### config.mk
export PLATFORM = sky130hd
export DESIGN_NAME = muldiv_seq
export DESIGN_NICKNAME = d
export VERILOG_FILES = /design/src/rtl/muldiv_seq.sv
export SDC_FILE = /design/constraint.sdc
export NUM_CORES = 1
export LEC_CHECK = 0
export ABC_CLOCK_PERIOD_IN_PS = 2800
export CAP_MARGIN = 20
export CORE_AREA = 2 2 139 141
export CTS_BUF_LIST = sky130_fd_sc_hd__clkbuf_4 sky130_fd_sc_hd__clkbuf_8
export CTS_CLUSTER_SIZE = 20
export DETAILED_ROUTE_END_ITERATION = 10
export DIE_AREA = 0 0 141 143
export PLACE_DENSITY = 0.65
export SLEW_MARGIN = 20
export SYNTH_ARGS = -nofsm -noshare
export SYNTH_HDL_FRONTEND = slang
export SYNTH_SLANG_ARGS = --single-unit
### constraint.sdc
create_clock -name clk -period 2.8 [get_ports clk]
set_input_delay 0.56 -clock clk [delete_from_list [all_inputs] [get_ports clk]]
set_output_delay 0.56 -clock clk [all_outputs]
set_load 0.05 [all_outputs]
### src/rtl/muldiv_seq.sv
// muldiv_seq: iterative radix-2 multiply/divide engine with HI/LO result registers
//   clk    in   system clock, rising edge
//   rst_n  in   asynchronous active-low reset
//   start  in   request, sampled only in IDLE
//   op     in   00 multu, 01 mult, 10 divu, 11 div
//   a, b   in   rs / rt operands, sampled with start
//   busy   out  operation in flight
//   done   out  one-cycle pulse, hi/lo valid in the same cycle
//   hi/lo  out  product high/low, or remainder/quotient
//   div0   out  sticky flag: last divide had b==0
module muldiv_seq #(
    parameter int WIDTH = 16
) (
    input  logic             clk,
    input  logic             rst_n,
    input  logic             start,
    input  logic [1:0]       op,
    input  logic [WIDTH-1:0] a,
    input  logic [WIDTH-1:0] b,
    output logic             busy,
    output logic             done,
    output logic [WIDTH-1:0] hi,
    output logic [WIDTH-1:0] lo,
    output logic             div0
);
    localparam int CW = $clog2(WIDTH);
    typedef enum logic [1:0] {IDLE, PREP, RUN, FIX} state_t;
    state_t state, state_nx;
    logic [1:0]         op_r;
    logic [WIDTH-1:0]   ma, mb, mag_a, mag_b;
    logic [2*WIDTH-1:0] acc, acc_step, prod_fix;
    logic [CW-1:0]      cnt;
    logic               neg_q, neg_r, b_zero;
    logic [WIDTH:0]     mul_sum, div_r, div_d;
    logic               div_ge;
    logic [WIDTH-1:0]   q_fix, r_fix;
    assign b_zero = op_r[1] && mb == '0;
    always_comb begin
        state_nx = state;
        case (state)
            IDLE:    state_nx = start ? PREP : IDLE;
            PREP:    state_nx = b_zero ? FIX : RUN;
            RUN:     state_nx = cnt == '0 ? FIX : RUN;
            default: state_nx = IDLE;
        endcase
    end
    always_comb begin
        mag_a    = (op_r[0] && ma[WIDTH-1]) ? -ma : ma;
        mag_b    = (op_r[0] && mb[WIDTH-1]) ? -mb : mb;
        // multiply: acc = {partial product, remaining multiplier bits}
        mul_sum  = {1'b0, acc[2*WIDTH-1:WIDTH]} + (acc[0] ? {1'b0, ma} : '0);
        // divide: acc = {partial remainder, remaining dividend / growing quotient}
        div_r    = acc[2*WIDTH-1:WIDTH-1];
        div_ge   = div_r >= {1'b0, mb};
        div_d    = div_r - {1'b0, mb};
        acc_step = op_r[1] ? {div_ge ? div_d[WIDTH-1:0] : div_r[WIDTH-1:0], acc[WIDTH-2:0], div_ge}
                           : {mul_sum, acc[WIDTH-1:1]};
        prod_fix = neg_q ? -acc : acc;
        q_fix    = neg_q ? -acc[WIDTH-1:0] : acc[WIDTH-1:0];
        r_fix    = neg_r ? -acc[2*WIDTH-1:WIDTH] : acc[2*WIDTH-1:WIDTH];
    end
    always_ff @(posedge clk or negedge rst_n) begin
        if (!rst_n) begin
            state <= IDLE;
            busy  <= 1'b0;
            done  <= 1'b0;
            div0  <= 1'b0;
            hi    <= '0;
            lo    <= '0;
            op_r  <= '0;
            ma    <= '0;
            mb    <= '0;
            acc   <= '0;
            cnt   <= '0;
            neg_q <= 1'b0;
            neg_r <= 1'b0;
        end else begin
            state <= state_nx;
            done  <= state == FIX;
            case (state)
                IDLE: if (start) begin
                    op_r <= op;
                    ma   <= a;
                    mb   <= b;
                    div0 <= 1'b0;
                    busy <= 1'b1;
                end
                PREP: begin
                    ma    <= mag_a;
                    mb    <= mag_b;
                    neg_q <= op_r[0] && (ma[WIDTH-1] ^ mb[WIDTH-1]);
                    neg_r <= op_r[0] && op_r[1] && ma[WIDTH-1];
                    acc   <= b_zero ? '0 : {{WIDTH{1'b0}}, op_r[1] ? mag_a : mag_b};
                    div0  <= b_zero;
                    cnt   <= CW'(WIDTH - 1);
                end
                RUN: begin
                    acc <= acc_step;
                    if (cnt != '0) cnt <= cnt - 1'b1;
                end
                default: begin
                    hi   <= op_r[1] ? r_fix : prod_fix[2*WIDTH-1:WIDTH];
                    lo   <= op_r[1] ? q_fix : prod_fix[WIDTH-1:0];
                    busy <= 1'b0;
                end
            endcase
        end
    end
endmodule

==> impl_metrics.env <==
export IMPL_start_kind="register"
export IMPL_whs_ns=0.1170
export IMPL_die_h_microns=143
export IMPL_drtAntennaViolNets=0
export IMPL_final_cell_area_sq_um=9889
export IMPL_setup_ws_ns=0.1015
export IMPL_initial_core_util_pct=44.57
export IMPL_drt_iter0_drc=609
export IMPL_dr_max_layer_used="met4"
export IMPL_ff2ff_path_depth=9
export IMPL_min_period_ns=2.699
export IMPL_timing_setup_tns_ns=0
export IMPL_power_w=0.01423
export IMPL_slowest_stage="or4_4"
export IMPL_hpwlAfterDp_microns=19090
export IMPL_placed_area_sq_um=9635
export IMPL_max_vdd_ir_drop_mv=0.4944
export IMPL_port_buffers=71
export IMPL_grt_antenna_before_repair=0
export IMPL_synth_area_sq_um=8282
export IMPL_fp_coreArea_sq_um=18580
export IMPL_rows=50
export IMPL_wl_met1_microns=11900
export IMPL_root_buffer="clkbuf_8"
export IMPL_cap_violations=0
export IMPL_wl_met2_microns=11020
export IMPL_via_per_inst=5.839
export IMPL_hold_viol=0
export IMPL_cts_hold_buffers=0
export IMPL_dp_slack_ns=0.09249
export IMPL_vias=7701
export IMPL_relSlewSlack_pct=53.01
export IMPL_grt_max_degree=54
export IMPL_yosysSeqAreaShare_pct=32.94
export IMPL_synth_most_common_cell="dfrtp_1"
export IMPL_cts_sinks=109
export IMPL_avgSynthCellArea_sq_um=8.425
export IMPL_synth_main_ff_cell="dfrtp_1"
export IMPL_status="finished, final reports clean"
export IMPL_layout_drive_gt1_share_pct=14.01
export IMPL_synth_common_cells="dfrtp_1, nor2_1, a21oi_1, o21ai_0, nand2_1"
export IMPL_timing_rr_start="acc[0]"
export IMPL_cp_data_arrival_time_ns=2.97
export IMPL_synth_edf_count=0
export IMPL_cp_slowest_stage_delay_ns=0.54
export IMPL_grt_pass1_wl_microns=39700
export IMPL_reg2reg_slack_ns=0.10
export IMPL_ys_seq_elements=109
export IMPL_dieArea_sq_um=20160
export IMPL_clk_latency_ns=0.42
export IMPL_grt_usage_pct=25.12
export IMPL_slew_violations=0
export IMPL_post_drt_wl_per_cell_microns=18.66
export IMPL_clk_path_buf_depth=2
export IMPL_syn_to_final_growth_pct=19.41
export IMPL_path_cells="clkbuf_2, and2_1, ha_2, or4_4, o211ai_1, a21oi_2, or3_1, a32oi_1, o21ai_1"
export IMPL_cp_top_family="simple AND/OR/NAND/NOR gates"
export IMPL_synth_top_area_share_pct=32.94
export IMPL_gp_congestion=0.9595
export IMPL_cts_htree_levels=3
export IMPL_ioPinCount=72
export IMPL_synth_top_cell_by_area="dfrtp_1"
export IMPL_synth_area_leaders="dfrtp_1, ha_1, a21oi_1"
export IMPL_die_w_microns=141
export IMPL_worstMarginPinSlew_ns=0.6871
export IMPL_synth_async_reset_ratio_pct=100.0
export IMPL_drcViolationCount=0
export IMPL_synthDistinctLibCells=71
export IMPL_period_share_pct=96.38
export IMPL_cts_tree="yes"
export IMPL_syn_nets=1065
export IMPL_hold_class="in -> async"
export IMPL_clock_fmax_mhz=370.6
export IMPL_wl_met3_microns=1204
export IMPL_first_pass_iters=5
export IMPL_cp_data_required_time_ns=3.07
export IMPL_powerDensity_nw_per_um2=1439
export IMPL_end_kind="register"
export IMPL_wirelength_microns=24620
export IMPL_grt_pass1_vias=7214
export IMPL_clock_skew_final_ns=0.02700
export IMPL_setup_violations=0
export IMPL_path_clk_slew_ns=0.13
export IMPL_crit_type="reg -> reg"
export IMPL_fill_cells=1752
export IMPL_overflow=0
export IMPL_p_leak_nw=4.171
export IMPL_syn_inst=983
export IMPL_crit_buf_inv=1
export IMPL_yosys_warnings=0
export IMPL_antenna_cells=0
export IMPL_nets=1162
export IMPL_cts_buffers=9
export IMPL_rsz0062_at_grt="yes"
export IMPL_crit_path_max_fanout=6
export IMPL_reg2reg_to="acc[27]"
-- timing repair --
item	CTS	global route
buffers inserted	0	1
setup endpoints to repair	0	14
gates resized for setup	0	21
-- worst max path at each step --
stage / start / endpoint / slack, ns / cells after the start
after floorplan: mb[7] / acc[0] / 0.21 / 11
after global placement: acc[0] / acc[31] / 0.13 / 13
after detailed placement: acc[0] / acc[29] / 0.09 / 13
after CTS: acc[0] / acc[29] / 0.06 / 13
after global routing: acc[0] / acc[29] / -0.007 / 13
final: acc[0] / acc[27] / 0.10 / 9
-- power breakdown --
group          internal [W]  leakage, nW  switching, W  total (W)
registers           0.00233         1.31      0.000850    0.00318
clock network      0.000350       0.0899      0.000634   0.000984
logic               0.00404         2.78       0.00603     0.0101
-- layout by cell type, fill, tap and decap left out, types with 10 or more instances in the layout --
| cell type | netlist | routed |
|---|---|---|
| xnor2_1 | 47 | 47 |
| nor2_1 | 100 | 99 |
| nor3_1 | 16 | 15 |
| buf_4 | 1 | 68 |
| mux2_2 | 26 | 26 |
| dfrtp_1 | 109 | 106 |
| or3_1 | 10 | 10 |
| xor2_1 | 32 | 32 |
| inv_1 | 43 | 42 |
| o22ai_1 | 22 | 22 |
| a21o_1 | 10 | 10 |
| o21ai_0 | 79 | 77 |
| a21oi_1 | 98 | 97 |
| o211ai_1 | 17 | 17 |
| nand2_1 | 68 | 68 |
| clkdlybuf4s50_1 | 0 | 70 |
| a31oi_1 | 10 | 10 |
| and2_1 | 18 | 18 |
| ha_1 | 43 | 40 |
| mux2i_1 | 29 | 29 |
| nand3_1 | 23 | 23 |
-- layout make-up --
cell class	instances	area, sq um	share of cell area, %
clock buffer	10	131.4	1.328
clock inverter	6	55.05	0.5567
multi-input combinational	773	5226	52.85
tap	234	292.8	2.961
timing repair buffer	143	1287	13.02
sequential	109	2731	27.62
inverter	44	165.2	1.670
-- per-layer routing --
| layer | up-vias | GRT usage (%) |
|---|---|---|
| met4 | 0 | 7.579 |
| met1 | 3687 | 36.70 |
| met2 | 241 | 39.54 |
| li1 | 3741 | - |
| met3 | 32 | 2.482 |
| met5 | - | 0 |
-- metrics by stage --
step | utilization, % | instances
finish | 53.23 | 1319
global route | 53.23 | 1319
detailed placement | 51.86 | 1302
CTS | 52.86 | 1318
global placement | 51.86 | 1302
floorplan | - | 983
-- kinds of logic (layout without fill, tap and decap cells) --
group,after synthesis,in the layout,share of synthesized area (%)
buf+inv,101,203,4.714
compound gates,310,310,23.07
simple gates,283,283,16.72
xor+xnor,79,79,8.355
mux,56,56,7.222
fa+ha+maj,45,45,6.980
flops,109,109,32.94
-- registers in the layout, summed over array words and instances (netlist names), 2 cells and up --
name   count
acc       32
ma        16
state      2
mb        16
lo        16
op_r       2
hi        16
cnt        4
Note: power is estimated with default switching activity, not from simulation.
